[src/rtl/plc_timer_pkg.sv]
// Shared types for the PLC timer bank: channel mode encodings and channel FSM states.
package plc_timer_pkg;

    localparam int unsigned MODE_W = 2;

    typedef enum logic [MODE_W-1:0] {
        MODE_OFF = 2'b00,
        MODE_MAN = 2'b01,
        MODE_TON = 2'b10,
        MODE_TP  = 2'b11
    } mode_t;

    typedef enum logic [1:0] {
        ST_IDLE    = 2'b00,
        ST_TIMING  = 2'b01,
        ST_DONE    = 2'b10,
        ST_HOLDOFF = 2'b11
    } ch_state_t;

endpackage

[src/rtl/plc_timer_channel.sv]
// One timer channel: start edge detector, tick counter and OFF/MAN/TON/TP state machine.
module plc_timer_channel
    import plc_timer_pkg::*;
#(
    parameter int unsigned CNT_W = 16
) (
    input  logic              clk,
    input  logic              reset,
    input  logic              ena,
    input  logic              tick,
    input  logic              start,
    input  logic [MODE_W-1:0] mode,
    input  logic              estop,
    input  logic [CNT_W-1:0]  preset,
    output logic              ctrl,
    output logic              timing,
    output logic [CNT_W-1:0]  count
);

    ch_state_t        state;
    ch_state_t        state_nxt;
    mode_t            mode_cur;
    mode_t            mode_prev;
    logic [CNT_W-1:0] count_nxt;
    logic [CNT_W-1:0] count_inc;
    logic             ctrl_nxt;
    logic             start_prev;
    logic             rise;
    logic             done;

    assign mode_cur  = mode_t'(mode);
    assign rise      = start & ~start_prev;
    // Completion compares the registered count against the live preset.
    assign done      = (count >= preset);
    assign count_inc = (count == {CNT_W{1'b1}}) ? count : count + CNT_W'(1);

    // State register; everything freezes while ena is low.
    always_ff @(posedge clk or posedge reset) begin
        if (reset) begin
            state      <= ST_IDLE;
            count      <= '0;
            ctrl       <= 1'b0;
            timing     <= 1'b0;
            start_prev <= 1'b0;
            mode_prev  <= MODE_OFF;
        end else if (ena) begin
            state      <= state_nxt;
            count      <= count_nxt;
            ctrl       <= ctrl_nxt;
            timing     <= (state_nxt == ST_TIMING);
            start_prev <= start;
            mode_prev  <= mode_cur;
        end
    end

    // Next-state logic: estop, then mode change, then per-mode behaviour.
    always_comb begin
        state_nxt = state;
        count_nxt = count;
        ctrl_nxt  = ctrl;

        if (estop || (mode_cur != mode_prev)) begin
            state_nxt = ST_IDLE;
            count_nxt = '0;
            ctrl_nxt  = 1'b0;
        end else begin
            case (mode_cur)
                MODE_MAN: begin
                    state_nxt = ST_IDLE;
                    count_nxt = '0;
                    ctrl_nxt  = start;
                end

                MODE_TON: begin
                    case (state)
                        ST_TIMING: begin
                            if (!start) begin
                                state_nxt = ST_IDLE;
                                count_nxt = '0;
                                ctrl_nxt  = 1'b0;
                            end else if (done) begin
                                state_nxt = ST_DONE;
                                ctrl_nxt  = 1'b1;
                            end else begin
                                ctrl_nxt = 1'b0;
                                if (tick) begin
                                    count_nxt = count_inc;
                                end
                            end
                        end
                        ST_DONE: begin
                            if (!start) begin
                                state_nxt = ST_IDLE;
                                count_nxt = '0;
                                ctrl_nxt  = 1'b0;
                            end else begin
                                ctrl_nxt = 1'b1;
                            end
                        end
                        default: begin
                            count_nxt = '0;
                            ctrl_nxt  = 1'b0;
                            state_nxt = rise ? ST_TIMING : ST_IDLE;
                        end
                    endcase
                end

                MODE_TP: begin
                    case (state)
                        ST_TIMING: begin
                            // Pulse runs to completion regardless of start; retrigger ignored.
                            ctrl_nxt = 1'b1;
                            if (done) begin
                                ctrl_nxt  = 1'b0;
                                count_nxt = '0;
                                state_nxt = start ? ST_HOLDOFF : ST_IDLE;
                            end else if (tick) begin
                                count_nxt = count_inc;
                            end
                        end
                        ST_HOLDOFF: begin
                            ctrl_nxt  = 1'b0;
                            count_nxt = '0;
                            if (!start) begin
                                state_nxt = ST_IDLE;
                            end
                        end
                        default: begin
                            count_nxt = '0;
                            ctrl_nxt  = rise;
                            state_nxt = rise ? ST_TIMING : ST_IDLE;
                        end
                    endcase
                end

                default: begin
                    state_nxt = ST_IDLE;
                    count_nxt = '0;
                    ctrl_nxt  = 1'b0;
                end
            endcase
        end
    end

endmodule

[src/rtl/plc_timer_bank.sv]
// Multi-channel PLC timer bank: shared tick prescaler, preset register file,
// elapsed-count readback and E-stop capture around NUM_CH timer channels.
module plc_timer_bank
    import plc_timer_pkg::*;
#(
    parameter  int unsigned NUM_CH         = 4,
    parameter  int unsigned CNT_W          = 16,
    parameter  int unsigned TICK_DIV       = 50000,
    parameter  int unsigned DEFAULT_PRESET = 3000,
    localparam int unsigned CH_W           = (NUM_CH > 1) ? $clog2(NUM_CH) : 1
) (
    input  logic                       clk,
    input  logic                       reset,
    input  logic                       ena,
    input  logic [NUM_CH-1:0]          start,
    input  logic [MODE_W*NUM_CH-1:0]   mode,
    input  logic                       estop,
    input  logic                       cfg_we,
    input  logic [CH_W-1:0]            cfg_ch,
    input  logic [CNT_W-1:0]           cfg_preset,
    output logic [NUM_CH-1:0]          ctrl,
    output logic [NUM_CH-1:0]          timing,
    output logic [CNT_W-1:0]           rd_elapsed,
    output logic                       estop_active
);

    localparam int unsigned PRE_W = (TICK_DIV > 1) ? $clog2(TICK_DIV) : 1;

    logic [PRE_W-1:0] pre_cnt;
    logic             tick;
    logic [CNT_W-1:0] presets [NUM_CH];
    logic [CNT_W-1:0] counts  [NUM_CH];
    logic [CNT_W-1:0] rd_sel;

    assign tick = (pre_cnt == PRE_W'(TICK_DIV - 1));

    // Free-running prescaler shared by every channel.
    always_ff @(posedge clk or posedge reset) begin
        if (reset) begin
            pre_cnt <= '0;
        end else if (ena) begin
            pre_cnt <= tick ? '0 : pre_cnt + PRE_W'(1);
        end
    end

    // Preset register file; indices at or above NUM_CH match no entry and are dropped.
    always_ff @(posedge clk or posedge reset) begin
        if (reset) begin
            for (int i = 0; i < int'(NUM_CH); i++) begin
                presets[i] <= CNT_W'(DEFAULT_PRESET);
            end
        end else if (ena && cfg_we) begin
            for (int i = 0; i < int'(NUM_CH); i++) begin
                if (cfg_ch == CH_W'(i)) begin
                    presets[i] <= cfg_preset;
                end
            end
        end
    end

    always_comb begin
        rd_sel = '0;
        for (int i = 0; i < int'(NUM_CH); i++) begin
            if (cfg_ch == CH_W'(i)) begin
                rd_sel = counts[i];
            end
        end
    end

    always_ff @(posedge clk or posedge reset) begin
        if (reset) begin
            rd_elapsed   <= '0;
            estop_active <= 1'b0;
        end else if (ena) begin
            rd_elapsed   <= rd_sel;
            estop_active <= estop;
        end
    end

    for (genvar g = 0; g < int'(NUM_CH); g++) begin : g_ch
        plc_timer_channel #(
            .CNT_W(CNT_W)
        ) u_ch (
            .clk    (clk),
            .reset  (reset),
            .ena    (ena),
            .tick   (tick),
            .start  (start[g]),
            .mode   (mode[MODE_W*g +: MODE_W]),
            .estop  (estop),
            .preset (presets[g]),
            .ctrl   (ctrl[g]),
            .timing (timing[g]),
            .count  (counts[g])
        );
    end

endmodule

[config.mk]
export PLATFORM = sky130hd
export DESIGN_NAME = plc_timer_bank
export DESIGN_NICKNAME = d
export VERILOG_FILES = /design/src/rtl/plc_timer_pkg.sv /design/src/rtl/plc_timer_channel.sv /design/src/rtl/plc_timer_bank.sv
export SDC_FILE = /design/constraint.sdc
export NUM_CORES = 1
export LEC_CHECK = 0
export ABC_AREA = 1
export CAP_MARGIN = 20
export CORE_UTILIZATION = 56
export CTS_CLUSTER_DIAMETER = 40
export DETAILED_ROUTE_END_ITERATION = 12
export PLACE_DENSITY = 0.83
export SLEW_MARGIN = 20
export SYNTH_ARGS = -nofsm -noshare
export SYNTH_HDL_FRONTEND = slang
export SYNTH_SLANG_ARGS = --single-unit
[constraint.sdc]
create_clock -name clk -period 5.4 [get_ports clk]
set_input_delay 0.81 -clock clk [delete_from_list [all_inputs] [get_ports clk]]
set_output_delay 0.81 -clock clk [all_outputs]
set_load 0.02 [all_outputs]
==> impl_metrics.csv, run 1 <==
group,metric,value,unit
floorplan,core_area,0.0227,mm2
pwr,ir_worst_vdd,0.000228,V
grt,grt_max_degree,105,
sta,final_hold_viol_count,0,
critical_path,r2r_cells,13,
placed_design,dp_hpwl,26.5,mm
layout,multi_input_area,0.00684,mm2
clocking,clk_pin_slew,0.08,ns
drt,routedWlPerCell,17.3,um
grt,grt_pass1_wl,59.1,mm
synth,syn_nets,1894,
synth,synth_edf_count,0,
sta,rsz0062_at_grt,"false",
clocking,hold_buffers,0,
drt,routed_wl,36.3,mm
layout,fin_nets,1913,
sta,slew_viol_final,0,
drt,antenna_left,0,
layout,antenna_cells,0,
synth,synth_area,0.0130,mm2
sta,skew,0.0110,ns
synth,yosys_warnings,0,
placed_design,place_area,0.0137,mm2
clocking,cts.htree.levels,4,
status,status,"completed",
synth,synthTopCellsByArea,"dfrtp_1 (31%), nand2_1 (12%), ha_1 (7.8%)",
hold_path,min_to,"g_ch[1].u_ch.timing",
pwr,p_per_area,251,mW/mm2
critical_path,reg2reg_setup_slack,2.38,ns
layout,regArea,0.00476,mm2
layout,stdcell_count,2095,
pwr,power.total,3.59,mW
floorplan,num_rows,55,
drt,drc,0,
synth,synthArstFlopShare,100,%
critical_path,worst_setup_path_start_kind,"flop",
hold_path,whs_path_depth,2,
placed_design,portBuffers,59,
clocking,post_cts_buffers,0,
sta,setup-violations-final,0,
layout,syn2layout_area_growth,9.73,%
synth,synthCells,1778,
critical_path,worstPathRequired,5.80,ns
drt,drt-vias-per-instance,5.89,
sta,post-route-min-period,3.02,ns
synth,synth_top_area_share,31.0,%
hold_path,hp-class,"reg2reg",
drt,dr.pass1.iters,8,
clocking,cts_tree,"done",
clocking,insertion_delay,0.46,ns
critical_path,r2r-end,"g_ch[3].u_ch.count[10]",
placed_design,gp_congestion,0.957,
drt,initialDrtViolationCount,1191,
critical_path,criticalPathCategory,"reg2reg",
clocking,cts_root_buffer,"clkbuf_16",
layout,finalInstanceArea,0.0143,mm2
layout,drive_above_1_share,8.34,%
sta,max_freq,0.331,GHz
sta,slew_headroom,27.2,%
synth,syn_avg_cell_area,7.32,um2
sta,finalSetupTns,0,ns
floorplan,start_util,57.3,%
synth,synth-main-ff-cell,"dfrtp_1",
grt,grt_pass1_vias,11500,
critical_path,worstPathArrival,3.42,ns
floorplan,dieArea,0.0238,mm2
floorplan,die_height,154,um
drt,vias,12300,
grt,grt_overflow,0,
hold_path,min_from,"g_ch[1].u_ch.timing",
critical_path,endpoint_kind,"flop",
pwr,leakage,6.65,nW
synth,ys_types,51,
run,max_cap_violations,0,
layout,fillers,1986,
sta,fin_ws,2.38,ns
synth,yosysTopAreaCell,"dfrtp_1",
synth,synth-seq-cells,189,
synth,synth_seq_area_share,36.6,%
synth,synthTopCellsByCount,"nand2_1 (422), inv_1 (257), dfrtp_1 (161), o21ai_0 (131), nand3_1 (127)",
floorplan,num_io_pins,60,
sta,tightest_slew,1.09,ns
placed_design,pre_cts_ws,1.63,ns
critical_path,regToRegStartpoint,"pre_cnt[0]",
clocking,cts_buffers,17,
grt,antenna_found_initial,0,
clocking,cts_resized,0,
placed_design,dp_cells,2063,
clocking,clk_path_buf_depth,2,
sta,fin_crit_sh,55.9,%
grt,grt.total_usage,31.6,%
synth,synth_most_common_cell,"nand2_1",
floorplan,die_w,154,um
clocking,cts_sinks,189,
critical_path,cp_max_fo,21,
[flip-flops by register name, summed over array words and instances (netlist names)]
signal / count
estop_active: 1
g_ch.u_ch.count: 64
g_ch.u_ch.ctrl: 4
g_ch.u_ch.mode_prev: 8
g_ch.u_ch.start_prev: 4
g_ch.u_ch.state: 8
g_ch.u_ch.timing: 4
pre_cnt: 16
presets: 64
rd_elapsed: 16
[where the power goes]
group          switching (mW)  internal, mW  total, mW
combinational           0.375         0.200      0.575
clock                   0.637         0.715       1.35
sequential             0.0816          1.58       1.66
total                    1.09          2.50       3.59
[layout make-up]
type	instances	share of cell area [%]
Multi-Input combinational cell	1245	47.9
Sequential cell	189	33.4
Inverter	278	7.37
Timing Repair Buffer	66	4.56
Clock buffer	18	3.08
Tap cell	285	2.50
Clock inverter	14	1.21
[cell usage in the layout (no fill, tap or decap), drive strengths merged, types with 8 or more instances in the layout]
cell type,count
o22ai,34
nand3,140
xnor2,8
ha,81
o21bai,8
o21ai,186
a21oi,59
dfstp,28
clkbuf,18
nand4,46
inv,283
xor2,40
a221oi,16
nand2,435
nor4,10
dfrtp,161
clkdlybuf4s50,58
buf,8
nor2,122
nor3,35
[critical path: stages (launching register included)]
cell	delay, ns
dfrtp_1	0.38
ha_1	0.18
nand2_1	0.07
nor2_2	0.19
nand4_1	0.17
nor3_4	0.85
inv_1	0.40
nand2_1	0.14
nand2_1	0.11
nor2_1	0.12
nand3_1	0.08
nand2_1	0.12
nand3_1	0.06
nand2_1	0.08
[stage by stage]
| stage | util, % | hold WS [ns] |
|---|---|---|
| 2_1_floorplan | - | 0.450 |
| 3_3_place_gp | 60.2 | 0.453 |
| 3_5_place_dp | 60.2 | 0.464 |
| 4_1_cts | 62.9 | 0.483 |
| 5_1_grt | 62.9 | 0.505 |
| 6_report | 62.9 | 0.482 |
[worst max path at each step]
| stage | from | end | slack (ns) |
|---|---|---|---|
| floorplan | reset | estop_active | 2.18 |
| global placement | cfg_ch[1] | presets[20] | 1.90 |
| detailed placement | cfg_ch[1] | presets[24] | 1.63 |
| CTS | cfg_ch[1] | presets[24] | 2.08 |
| global route | presets[51] | g_ch[0].u_ch.count[11] | 2.11 |
| finish | pre_cnt[0] | g_ch[3].u_ch.count[10] | 2.38 |
[layer usage]
| layer | share of wire, % | wire (um) | up-vias | GRT usage [%] |
|---|---|---|---|---|
| li1 | - | - | 5869 | - |
| met5 | 0 | 0 | - | 0 |
| met1 | 41 | 14800 | 5829 | 40.8 |
| met2 | 47 | 17100 | 536 | 51.4 |
| met3 | 7.5 | 2730 | 110 | 5.04 |
| met4 | 4.5 | 1620 | 0 | 16.5 |
[cells by family after synthesis]
kind of cell	synth area share [%]
AND/OR/NAND/NOR	27.6
buffers and inverters	10.8
AO/OA/AOI/OAI	14.0
flip-flops	36.6
adder cells (fa/ha/maj)	7.79
XOR/XNOR	3.23
Note: power is estimated with default switching activity, not from simulation.
==> inputs of run 2 (changes only) <==
Clock period 5.4 ns to 2.5 ns, I/O delays scaled along.
==> run 2 against run 1 <==
Against the previous run: design area grew 6.1%; worst setup slack lost 2.3 ns; core utilization is 3.8 points higher; register-to-register slack lost 2.3 ns; hold slack lost 0.089 ns; critical path type unchanged; clock skew is 0.0072 ns higher; die area unchanged; highest routed layer unchanged; sequential power rose by 120%.
==> impl_metrics.csv, run 2 (synthesized netlist as in run 1, its figures left out) <==
group,metric,value,unit
floorplan,num_rows,55,
grt,grt_overflow,0,
pwr,ir_worst_vdd,0.000461,V
sta,fin_ws,0.108,ns
clocking,clk_path_buf_depth,2,
drt,routed_wl,39.8,mm
drt,dr.pass1.iters,5,
grt,grt_max_degree,97,
critical_path,crit_path_frequent_cell,"nand2_1",
floorplan,core_area,0.0227,mm2
floorplan,die_height,154,um
critical_path,worstPathArrival,2.77,ns
grt,use_met3,5.63,%
pwr,power.share.sequential,46.1,%
pwr,leakage,7.17,nW
critical_path,path_cells,"inv_1 -> ha_1 -> nand2_1 -> nand2_1 -> nand2_1 -> nand2_1 -> a21oi_2 -> nand3_4 -> nand2_1 -> nand2_1 -> nand3_1 -> nand2_2 -> inv_2 -> nand2_2 -> o21ai_1",
sta,slew_headroom,60.3,%
layout,syn2layout_area_growth,16.4,%
layout,fin_nets,2000,
drt,vias,12800,
layout,final_cell_mix,"nand2_1 (412), inv_1 (253), dfrtp_1 (161)",
floorplan,start_util,57.3,%
grt,gr-usage-met2,54.9,%
placed_design,dp_hpwl,29.6,mm
pwr,p_per_area,516,mW/mm2
sta,tightest_slew,0.596,ns
placed_design,pre_cts_ws,0.0618,ns
sta,final_hold_viol_count,0,
critical_path,regToRegStartpoint,"presets[57]",
pwr,pwr-share-comb,17.5,%
layout,regArea,0.00476,mm2
layout,stdcell_count,2182,
status,status,"completed",
layout,utilization,66.7,%
pwr,swShare,32.6,%
sta,setup-violations-final,0,
placed_design,gp_congestion,0.972,
layout,drive_above_1_share,13.9,%
critical_path,critical-path-max-stage-delay,0.54,ns
clocking,insertion_delay,0.46,ns
floorplan,die_w,154,um
floorplan,num_io_pins,60,
drt,drc,0,
layout,multi_input_area,0.00701,mm2
grt,antenna_found_initial,0,
clocking,cts_tree,"done",
drt,antenna_left,0,
clocking,cts.htree.levels,4,
placed_design,dp_cells,2140,
critical_path,endpoint_kind,"flop",
hold_path,hp-class,"in2async",
critical_path,cp_max_fo,7,
layout,antenna_cells,0,
critical_path,r2r-end,"g_ch[0].u_ch.count[3]",
layout,final_common_cell,"nand2_1",
grt,grt_use_met1,45.6,%
pwr,p_sw,2.55,mW
critical_path,criticalPathCategory,"reg2reg",
critical_path,crit_slowest_cell,"dfstp_2",
layout,fillers,1930,
grt,grt-busiest-layer,"met2",
clocking,cts_sinks,189,
clocking,cts_root_buffer,"clkbuf_16",
drt,routedWlPerCell,18.2,um
grt,grt_pass1_wl,63.2,mm
placed_design,portBuffers,59,
critical_path,worst_setup_path_start_kind,"flop",
critical_path,crit_buf_inv,2,
grt,grt.total_usage,34.1,%
grt,grt_pass1_vias,12000,
placed_design,place_area,0.0143,mm2
sta,fin_crit_sh,95.7,%
sta,post-route-min-period,2.39,ns
critical_path,r2r_cells,15,
run,max_cap_violations,0,
layout,finalInstanceArea,0.0151,mm2
sta,slew_viol_final,0,
pwr,internal_power,5.26,mW
sta,skew,0.0181,ns
floorplan,dieArea,0.0238,mm2
sta,max_freq,0.418,GHz
layout,reg_top3,"g_ch.u_ch.count x64, presets x64",
drt,drt-vias-per-instance,5.87,
pwr,power.total,7.81,mW
clocking,cts_buffers,17,
critical_path,reg2reg_setup_slack,0.11,ns
critical_path,critical_path.top_delay_family,"simple AND/OR/NAND/NOR gates",
clocking,clk_pin_slew,0.08,ns
drt,initialDrtViolationCount,1165,
pwr,clockPowerShare,36.5,%
critical_path,worstPathRequired,2.87,ns
-- run 2: layout make-up --
| class | instances | area share, % |
|---|---|---|
| inverters | 278 | 6.97 |
| clock buffers | 17 | 2.81 |
| clock inverters | 15 | 1.21 |
| repair buffers | 150 | 8.87 |
| well taps | 285 | 2.35 |
| flip-flops and latches | 189 | 31.5 |
| multi-input cells | 1247 | 46.3 |
| repair inverters | 1 | 0.0496 |
-- run 2: layer usage --
metal / vias up / share of wire (%)
met5: - / 0
met1: 6052 / 41
met4: 0 / 4.1
li1: 6052 / -
met2: 591 / 47
met3: 115 / 8.1
-- run 2: metrics by stage --
step	setup TNS (ns)	hold slack, ns
3_3_place_gp	0	0.454
2_1_floorplan	-46.14	0.450
6_report	0	0.392
5_1_grt	-0.0578	0.465
4_1_cts	0	0.464
3_5_place_dp	0	0.463
-- run 2: worst max-delay path by stage --
stage / cells after the start / start / slack [ns] / end
floorplan: 1 / reset / -0.29 / estop_active
global placement: 13 / presets[19] / 0.14 / g_ch[2].u_ch.count[7]
detailed placement: 15 / presets[59] / 0.06 / g_ch[0].u_ch.count[14]
CTS: 15 / presets[59] / 0.04 / g_ch[0].u_ch.count[3]
global route: 16 / presets[59] / -0.02 / g_ch[0].u_ch.count[13]
finish: 15 / presets[57] / 0.11 / g_ch[0].u_ch.count[3]
-- run 2: tightest hold or removal path: stages --
cell	delay, ns
clkdlybuf4s50_1	0.44
clkinvlp_4	0.13
buf_12	0.34
-- run 2: power groups by stage --
stage               combinational, mW  clock (mW)  sequential [mW]
floorplan                       0.908           0             3.60
global placement                 1.23           0             3.63
detailed placement               1.30           0             3.64
CTS                              1.31        2.87             3.59
global route                     1.55        3.01             3.64
finish                           1.36        2.85             3.60
-- run 2: timing repair --
action	4_1_cts	5_1_grt
setup buffers	0	7
resized for setup	0	38
hold buffers	0	0
endpoints found under the setup margin	0	62
